### src/rtl/mc_pkg.sv
// Shared encodings for the multicycle datapath: control-field selects,
// ALU-control codes, funct values and opcodes.
package mc_pkg;

  typedef enum logic [1:0] {
    ALUOP_ADD     = 2'b00,
    ALUOP_SUB     = 2'b01,
    ALUOP_FUNCT   = 2'b10,
    ALUOP_ADD_ALT = 2'b11
  } alu_op_e;

  typedef enum logic [1:0] {
    SRCB_B       = 2'b00,
    SRCB_FOUR    = 2'b01,
    SRCB_IMM     = 2'b10,
    SRCB_IMM_SH2 = 2'b11
  } alu_srcb_e;

  typedef enum logic [1:0] {
    PCSRC_ALU    = 2'b00,
    PCSRC_ALUOUT = 2'b01,
    PCSRC_JUMP   = 2'b10,
    PCSRC_HOLD   = 2'b11
  } pc_src_e;

  typedef enum logic [3:0] {
    ALU_AND = 4'b0000,
    ALU_OR  = 4'b0001,
    ALU_ADD = 4'b0010,
    ALU_SUB = 4'b0110,
    ALU_SLT = 4'b0111,
    ALU_NOR = 4'b1100
  } alu_ctl_e;

  localparam logic [5:0] FUNCT_ADD = 6'b100000;
  localparam logic [5:0] FUNCT_SUB = 6'b100010;
  localparam logic [5:0] FUNCT_AND = 6'b100100;
  localparam logic [5:0] FUNCT_OR  = 6'b100101;
  localparam logic [5:0] FUNCT_NOR = 6'b100111;
  localparam logic [5:0] FUNCT_SLT = 6'b101010;

  localparam logic [5:0] OP_RTYPE = 6'b000000;
  localparam logic [5:0] OP_LW    = 6'b100011;
  localparam logic [5:0] OP_SW    = 6'b101011;
  localparam logic [5:0] OP_BEQ   = 6'b000100;
  localparam logic [5:0] OP_J     = 6'b000010;

  // Sign-extend a 16-bit immediate by replicating its top bit.
  function automatic logic [31:0] sext16(input logic [15:0] imm);
    return {{16{imm[15]}}, imm};
  endfunction

endpackage

### src/rtl/mc_if.sv
// Control word, unified-memory and register-file bus of the datapath.
// master: control FSM / memory / register-file side; slave: the datapath.
interface mc_if;
  logic        pc_w;
  logic        pc_wc;
  logic [1:0]  pc_src;
  logic        pc_res;
  logic        mem_r;
  logic        mem_w;
  logic        ireg_w;
  logic        regdst;
  logic        reg_w;
  logic        memtoreg;
  logic        alu_srca;
  logic [1:0]  alu_srcb;
  logic [1:0]  alu_op;

  logic [5:0]  op;
  logic [31:0] mem_addr;
  logic [31:0] mem_wdata;
  logic        mem_re;
  logic        mem_we;
  logic [31:0] mem_rdata;

  logic [4:0]  rf_raddr1;
  logic [4:0]  rf_raddr2;
  logic [31:0] rf_rdata1;
  logic [31:0] rf_rdata2;
  logic [4:0]  rf_waddr;
  logic [31:0] rf_wdata;
  logic        rf_we;

  modport master (
    output pc_w, pc_wc, pc_src, pc_res, mem_r, mem_w, ireg_w, regdst, reg_w,
           memtoreg, alu_srca, alu_srcb, alu_op, mem_rdata, rf_rdata1, rf_rdata2,
    input  op, mem_addr, mem_wdata, mem_re, mem_we, rf_raddr1, rf_raddr2,
           rf_waddr, rf_wdata, rf_we
  );

  modport slave (
    input  pc_w, pc_wc, pc_src, pc_res, mem_r, mem_w, ireg_w, regdst, reg_w,
           memtoreg, alu_srca, alu_srcb, alu_op, mem_rdata, rf_rdata1, rf_rdata2,
    output op, mem_addr, mem_wdata, mem_re, mem_we, rf_raddr1, rf_raddr2,
           rf_waddr, rf_wdata, rf_we
  );
endinterface

### src/rtl/mc_alu.sv
// Combinational ALU-control decode plus 32-bit ALU with zero flag.
module mc_alu
  import mc_pkg::*;
(
  input  logic [31:0] a,
  input  logic [31:0] b,
  input  logic [1:0]  alu_op,
  input  logic [5:0]  funct,
  output logic [31:0] result,
  output logic        zero
);

  alu_ctl_e ctl;

  // Map alu_op (and funct for R-type) to an internal ALU operation.
  always_comb begin
    ctl = ALU_ADD;
    case (alu_op_e'(alu_op))
      ALUOP_SUB: ctl = ALU_SUB;
      ALUOP_FUNCT: begin
        case (funct)
          FUNCT_ADD: ctl = ALU_ADD;
          FUNCT_SUB: ctl = ALU_SUB;
          FUNCT_AND: ctl = ALU_AND;
          FUNCT_OR:  ctl = ALU_OR;
          FUNCT_NOR: ctl = ALU_NOR;
          FUNCT_SLT: ctl = ALU_SLT;
          default:   ctl = ALU_ADD;
        endcase
      end
      default: ctl = ALU_ADD;
    endcase
  end

  // Evaluate the selected operation; arithmetic wraps modulo 2^32.
  always_comb begin
    result = '0;
    case (ctl)
      ALU_AND: result = a & b;
      ALU_OR:  result = a | b;
      ALU_ADD: result = a + b;
      ALU_SUB: result = a - b;
      ALU_SLT: result = {31'b0, $signed(a) < $signed(b)};
      ALU_NOR: result = ~(a | b);
      default: result = a + b;
    endcase
  end

  assign zero = (result == '0);

endmodule

### src/rtl/mc_datapath.sv
// Multicycle MIPS datapath: PC, IR, MDR, A, B, ALUOut, operand/next-PC
// muxes and the ALU, driven by one control word per cycle.
module mc_datapath
  import mc_pkg::*;
#(
  parameter logic [31:0] RESET_PC = 32'h0000_0000
) (
  input logic clk,
  input logic reset,
  mc_if.slave bus
);

  logic [31:0] pc;
  logic [31:0] ir;
  logic [31:0] mdr;
  logic [31:0] a_reg;
  logic [31:0] b_reg;
  logic [31:0] alu_out;

  logic [31:0] imm_ext;
  logic [31:0] jump_target;
  logic [31:0] alu_a;
  logic [31:0] alu_b;
  logic [31:0] alu_result;
  logic        alu_zero;
  logic [31:0] next_pc;
  logic        pc_load;

  assign imm_ext     = sext16(ir[15:0]);
  assign jump_target = {pc[31:28], ir[25:0], 2'b00};

  // ALU A operand: PC or the A register.
  always_comb begin
    alu_a = bus.alu_srca ? a_reg : pc;
  end

  // ALU B operand: B, constant 4, sign-extended immediate, or word offset.
  always_comb begin
    alu_b = b_reg;
    case (alu_srcb_e'(bus.alu_srcb))
      SRCB_B:       alu_b = b_reg;
      SRCB_FOUR:    alu_b = 32'd4;
      SRCB_IMM:     alu_b = imm_ext;
      SRCB_IMM_SH2: alu_b = {imm_ext[29:0], 2'b00};
    endcase
  end

  mc_alu u_alu (
    .a      (alu_a),
    .b      (alu_b),
    .alu_op (bus.alu_op),
    .funct  (ir[5:0]),
    .result (alu_result),
    .zero   (alu_zero)
  );

  // Next-PC select; HOLD recirculates the current PC so a write is a no-op.
  always_comb begin
    next_pc = pc;
    case (pc_src_e'(bus.pc_src))
      PCSRC_ALU:    next_pc = alu_result;
      PCSRC_ALUOUT: next_pc = alu_out;
      PCSRC_JUMP:   next_pc = jump_target;
      PCSRC_HOLD:   next_pc = pc;
    endcase
  end

  assign pc_load = bus.pc_w | (bus.pc_wc & alu_zero);

  // Architectural PC and IR: enabled loads, cleared asynchronously.
  always_ff @(posedge clk or posedge reset) begin
    if (reset) begin
      pc <= RESET_PC;
      ir <= '0;
    end else begin
      if (pc_load)    pc <= next_pc;
      if (bus.ireg_w) ir <= bus.mem_rdata;
    end
  end

  // Inter-cycle registers: capture every cycle, cleared asynchronously.
  always_ff @(posedge clk or posedge reset) begin
    if (reset) begin
      mdr     <= '0;
      a_reg   <= '0;
      b_reg   <= '0;
      alu_out <= '0;
    end else begin
      mdr     <= bus.mem_rdata;
      a_reg   <= bus.rf_rdata1;
      b_reg   <= bus.rf_rdata2;
      alu_out <= alu_result;
    end
  end

  assign bus.op        = ir[31:26];
  assign bus.mem_addr  = bus.pc_res ? alu_out : pc;
  assign bus.mem_wdata = b_reg;
  assign bus.mem_re    = bus.mem_r;
  assign bus.mem_we    = bus.mem_w;
  assign bus.rf_raddr1 = ir[25:21];
  assign bus.rf_raddr2 = ir[20:16];
  assign bus.rf_waddr  = bus.regdst ? ir[15:11] : ir[20:16];
  assign bus.rf_wdata  = bus.memtoreg ? mdr : alu_out;
  assign bus.rf_we     = bus.reg_w;

endmodule
### src/flat_wrapper.sv
// flat-port wrapper written by rule: the top's interface ports become plain ports
module mc_datapath_flat import mc_pkg::*;
#(
  parameter logic [31:0] RESET_PC = 32'h0000_0000
)
  (clk, reset, bus_pc_w, bus_pc_wc, bus_pc_src, bus_pc_res, bus_mem_r, bus_mem_w, bus_ireg_w, bus_regdst, bus_reg_w, bus_memtoreg, bus_alu_srca, bus_alu_srcb, bus_alu_op, bus_mem_rdata, bus_rf_rdata1, bus_rf_rdata2, bus_op, bus_mem_addr, bus_mem_wdata, bus_mem_re, bus_mem_we, bus_rf_raddr1, bus_rf_raddr2, bus_rf_waddr, bus_rf_wdata, bus_rf_we);
  mc_if bus_i ();
  input logic clk;
  input logic reset;
  input wire logic [$bits(bus_i.pc_w)-1:0] bus_pc_w;
  input wire logic [$bits(bus_i.pc_wc)-1:0] bus_pc_wc;
  input wire logic [$bits(bus_i.pc_src)-1:0] bus_pc_src;
  input wire logic [$bits(bus_i.pc_res)-1:0] bus_pc_res;
  input wire logic [$bits(bus_i.mem_r)-1:0] bus_mem_r;
  input wire logic [$bits(bus_i.mem_w)-1:0] bus_mem_w;
  input wire logic [$bits(bus_i.ireg_w)-1:0] bus_ireg_w;
  input wire logic [$bits(bus_i.regdst)-1:0] bus_regdst;
  input wire logic [$bits(bus_i.reg_w)-1:0] bus_reg_w;
  input wire logic [$bits(bus_i.memtoreg)-1:0] bus_memtoreg;
  input wire logic [$bits(bus_i.alu_srca)-1:0] bus_alu_srca;
  input wire logic [$bits(bus_i.alu_srcb)-1:0] bus_alu_srcb;
  input wire logic [$bits(bus_i.alu_op)-1:0] bus_alu_op;
  input wire logic [$bits(bus_i.mem_rdata)-1:0] bus_mem_rdata;
  input wire logic [$bits(bus_i.rf_rdata1)-1:0] bus_rf_rdata1;
  input wire logic [$bits(bus_i.rf_rdata2)-1:0] bus_rf_rdata2;
  output wire logic [$bits(bus_i.op)-1:0] bus_op;
  output wire logic [$bits(bus_i.mem_addr)-1:0] bus_mem_addr;
  output wire logic [$bits(bus_i.mem_wdata)-1:0] bus_mem_wdata;
  output wire logic [$bits(bus_i.mem_re)-1:0] bus_mem_re;
  output wire logic [$bits(bus_i.mem_we)-1:0] bus_mem_we;
  output wire logic [$bits(bus_i.rf_raddr1)-1:0] bus_rf_raddr1;
  output wire logic [$bits(bus_i.rf_raddr2)-1:0] bus_rf_raddr2;
  output wire logic [$bits(bus_i.rf_waddr)-1:0] bus_rf_waddr;
  output wire logic [$bits(bus_i.rf_wdata)-1:0] bus_rf_wdata;
  output wire logic [$bits(bus_i.rf_we)-1:0] bus_rf_we;
  assign bus_i.pc_w = bus_pc_w;
  assign bus_i.pc_wc = bus_pc_wc;
  assign bus_i.pc_src = bus_pc_src;
  assign bus_i.pc_res = bus_pc_res;
  assign bus_i.mem_r = bus_mem_r;
  assign bus_i.mem_w = bus_mem_w;
  assign bus_i.ireg_w = bus_ireg_w;
  assign bus_i.regdst = bus_regdst;
  assign bus_i.reg_w = bus_reg_w;
  assign bus_i.memtoreg = bus_memtoreg;
  assign bus_i.alu_srca = bus_alu_srca;
  assign bus_i.alu_srcb = bus_alu_srcb;
  assign bus_i.alu_op = bus_alu_op;
  assign bus_i.mem_rdata = bus_mem_rdata;
  assign bus_i.rf_rdata1 = bus_rf_rdata1;
  assign bus_i.rf_rdata2 = bus_rf_rdata2;
  assign bus_op = bus_i.op;
  assign bus_mem_addr = bus_i.mem_addr;
  assign bus_mem_wdata = bus_i.mem_wdata;
  assign bus_mem_re = bus_i.mem_re;
  assign bus_mem_we = bus_i.mem_we;
  assign bus_rf_raddr1 = bus_i.rf_raddr1;
  assign bus_rf_raddr2 = bus_i.rf_raddr2;
  assign bus_rf_waddr = bus_i.rf_waddr;
  assign bus_rf_wdata = bus_i.rf_wdata;
  assign bus_rf_we = bus_i.rf_we;
  mc_datapath #(.RESET_PC(RESET_PC)) u_core (.clk(clk), .reset(reset), .bus(bus_i));
endmodule
### config.mk
export PLATFORM = sky130hd
export DESIGN_NAME = mc_datapath_flat
export DESIGN_NICKNAME = d
export VERILOG_FILES = /design/src/rtl/mc_pkg.sv /design/src/rtl/mc_if.sv /design/src/rtl/mc_alu.sv /design/src/rtl/mc_datapath.sv /design/src/flat_wrapper.sv
export SDC_FILE = /design/constraint.sdc
export NUM_CORES = 1
export LEC_CHECK = 0
export CAP_MARGIN = 20
export CORE_ASPECT_RATIO = 1.1
export CORE_MARGIN = 2
export CORE_UTILIZATION = 49
export DETAILED_ROUTE_END_ITERATION = 8
export PLACE_DENSITY = 0.8
export SETUP_SLACK_MARGIN = 0.3
export SLEW_MARGIN = 20
export SYNTH_ARGS = -nofsm -noshare
export SYNTH_HDL_FRONTEND = slang
export SYNTH_HIERARCHICAL = 1
export SYNTH_SLANG_ARGS = --single-unit
### constraint.sdc
create_clock -name clk -period 6.1 [get_ports clk]
set_input_delay 0.915 -clock clk [delete_from_list [all_inputs] [get_ports clk]]
set_output_delay 0.915 -clock clk [all_outputs]
set_load 0.02 [all_outputs]
==> impl_results.md <==
- CP required: roughly 6.4 ns
- Skew-Pair Late Insertion Delay: around 0.46 ns
- Yosys reg bits: between 150 and 200
- WL/cell: between 20 and 25 um
- CTS tree: yes
- Initial core utilization: about half
- Detail Route Antenna Nets: 0
- Post-Syn Area per Cell: between 9 and 10 um2
- RSZ-0062 raised after global routing: false
- Fillers: about 2000
- Logic gate share of total power: 53.7%
- H-tree lvl count: 4
- Ports: ~230
- Detailed-route DRC error count: 0
- # rows: 64
- Post-route cell area: just under 20000 um2
- Async S/R FF share, synth: 100%
- Switching share of power: between 40% and 50%
- CTS max path bufs: 2
- Worst Path Arrival: between 6 and 7 ns
- Clock sink total: about 190
- Internal: between 3 and 4 mW
- Min Hold Slack: 0.493 ns
- First-pass GRT wire length: approximately 78000 um
- Cell count after synthesis: between 1000 and 1500
- Area after DPL: ~18000 um2
- P_sw: around 2.6 mW
- Hold Crit Class: flop to flop
- Max_slew headroom: a little over a fifth
- Pins Over Slew Limit: 0
- Area Growth Syn to Fin: 39.5%
- CTS clk-pin slew, worst paths: about 0.090 ns
- Fin cells: between 2000 and 2500
- Maximum vdd drop: between 0.2 and 0.25 mV
- Top cell type's share of synthesized area: 34.9%
- Register area share after synthesis: between 30% and 40%
- Post-synth EDFFs: 0
- Pre-antenna DRT Iters: 5
- Total CTS buffers: 17
- Utilization after layout: 69.2%
- Status: finished, final reports clean
- Tightest Pin Transition: roughly 1.2 ns
- Clk pwr share: a little under a fifth
- Post-Syn Nets: 1644
- Final-report hold violation count: 0
- Min Tclk post-route: 5.75 ns
- Ys flop type: dfrtp_1
- Leakage: about 8.5 nW
- Setup-failing EPs final: 0
- Final #Nets: slightly above 2000
- Crit-path max FO: 28
- Setup TNS: 0 ns
- Number of diodes: 0
- Antenna violations before repair: 0
- Max_cap viols: 0
- Fmax: about 170 MHz
- Largest net degree at the start of global routing: 193
- I/O Buffers: between 200 and 250
- Core area: about 28000 um2
- RD Place Congestion: about 1
- HPWL Detailed: 38900 um
- Die H: 180 um
- Ys Warns: 6
- Clock Root Buffer: clkbuf_16
- Die ar.: roughly 29000 um2
- Overflow after GRT: 0
- Total track usage: 34.5%
- Vias in the first global route: 13900
- Yosys cell types: 88
- PwrDens: approximately 320 nW/um2
- Vias per cell: 6.16
- Total power: 6.10 mW
- Clk_skew: roughly 0.018 ns
- Cell accounting for the most synthesized area: dfrtp_1
- Cell area after synthesis: 13800 um2
- WL final: about 52000 um
- Seq pwr share: roughly 27%
- Element type at the critical path start: input pin
- Worst setup margin: 0.352 ns
- Die X: 164 um
- Initial drt markers: approximately 1300
- Via count: between 10000 and 15000
- Proportion of layout cells with a drive suffix above 1: between 20 and 25%
- Top post-synthesis cells by area: dfrtp_1, mux2_1, ha_1, a21oi_1, inv_1
- Critical path type: input pin to flop
- Period utilisation layout: between 90% and 100%
- Setup crit end kind: flop
- Worst slack, placed: -0.481 ns
- Placed Cells: 2156
-- critical path, stage by stage --
cell,delay (ns)
clkdlybuf4s50_1,0.58
inv_1,0.07
ha_1,0.32
nor4b_2,0.39
o211ai_1,0.24
o31a_1,0.23
buf_4,0.26
a221oi_1,0.35
o21ai_1,0.26
nor4_2,0.30
nand3b_1,0.19
or4_4,0.52
nand4bb_4,0.24
nor4_4,0.26
a21oi_2,0.13
buf_4,0.24
o21ai_0,0.41
o31ai_4,0.13
-- final cells by class --
type                            instances  area [um2]  area share (%)
Timing Repair Buffer                  498        4510            23.5
Multi-Input combinational cell       1013        8440            43.9
Clock inverter                         15         193            1.00
Sequential cell                       192        4810            25.0
Tap cell                              363         454            2.36
Inverter                              107         405            2.11
Clock buffer                           17         425            2.21
-- timing repair --
action                     in CTS  in global routing
pin swaps                       9                 18
hold buffers                    0                  0
setup endpoints to repair      32                 32
buffers inserted                6                  9
gates cloned                    0                  1
gates resized for setup        25                 75
-- metal layers --
metal / vias up / share of wire, % / GRT usage (%)
met5: - / 0 / 0
met1: 6666 / 36 / 38.6
met2: 701 / 50 / 59.5
met3: 206 / 6.7 / 5.24
met4: 0 / 7.7 / 24.0
li1: 6005 / - / -
-- placed cells by master (no fill, tap or decap), types with 20 or more instances in the layout --
master,instances
dfrtp_1,191
ha_1,89
buf_4,255
xnor2_1,35
o211ai_1,20
nor2_1,55
o21ai_1,32
a21o_1,26
inv_1,101
nand2_1,58
clkdlybuf4s50_1,224
a21oi_1,67
a221oi_1,34
nor2b_1,35
mux2_1,135
a22oi_1,26
nand3_1,28
o21ai_0,62
-- power groups by stage --
stage               clock network, mW  registers, mW  logic, mW
global placement                    0           1.67       2.96
global route                     1.23           1.68       3.48
CTS                              1.17           1.66       3.10
floorplan                           0           1.59       1.63
detailed placement                  0           1.68       3.00
finish                           1.16           1.67       3.28
-- cells by family (layout without fill, tap and decap cells) --
| family | after synthesis | count (layout) | synth area share (%) |
|---|---|---|---|
| mux | 155 | 155 | 12.5 |
| fa+ha+maj | 103 | 103 | 9.46 |
| flops | 192 | 192 | 34.9 |
| buf+inv | 222 | 637 | 7.22 |
| xor+xnor | 43 | 43 | 2.73 |
| simple gates | 268 | 268 | 10.2 |
| compound gates | 444 | 444 | 23.0 |
-- final timing paths --
kind | startpoint | to | slack, ns | cells past startpoint
max in group asynchronous | reset | u_core/bus.mem_wdata[10] | 4.24 | 4
max reg2reg | u_core/ir[3] | u_core/pc[14] | 0.71 | 21
max | bus_alu_op[0] | u_core/pc[14] | 0.35 | 18
min reg2reg | u_core/ir[26] | u_core/ir[26] | 0.49 | 1
min | u_core/ir[26] | u_core/ir[26] | 0.49 | 1
min in group asynchronous | reset | u_core/ir[29] | 0.91 | 3
-- cell usage after synthesis (7+ instances only) --
library cell / n
xor2_1: 8
a211o_1: 7
o21bai_1: 8
nor2_1: 56
o211ai_1: 20
a21oi_1: 79
inv_1: 103
o221a_2: 7
nor3_1: 17
nand4_1: 8
a211oi_1: 11
buf_4: 20
ha_1: 101
mux2i_1: 17
clkbuf_1: 57
nor2b_1: 36
and3_1: 8
o31ai_2: 18
o21ai_0: 71
nand3_1: 29
nor4_1: 8
mux2_1: 138
dfrtp_1: 192
o31ai_1: 22
a21o_1: 26
a221oi_1: 35
buf_2: 29
o21ai_1: 28
or2_2: 8
a22o_1: 7
xnor2_1: 35
a22oi_1: 26
nand2_1: 58
nand2b_1: 12
a31oi_1: 9
Power figures use the tool's default switching activity.
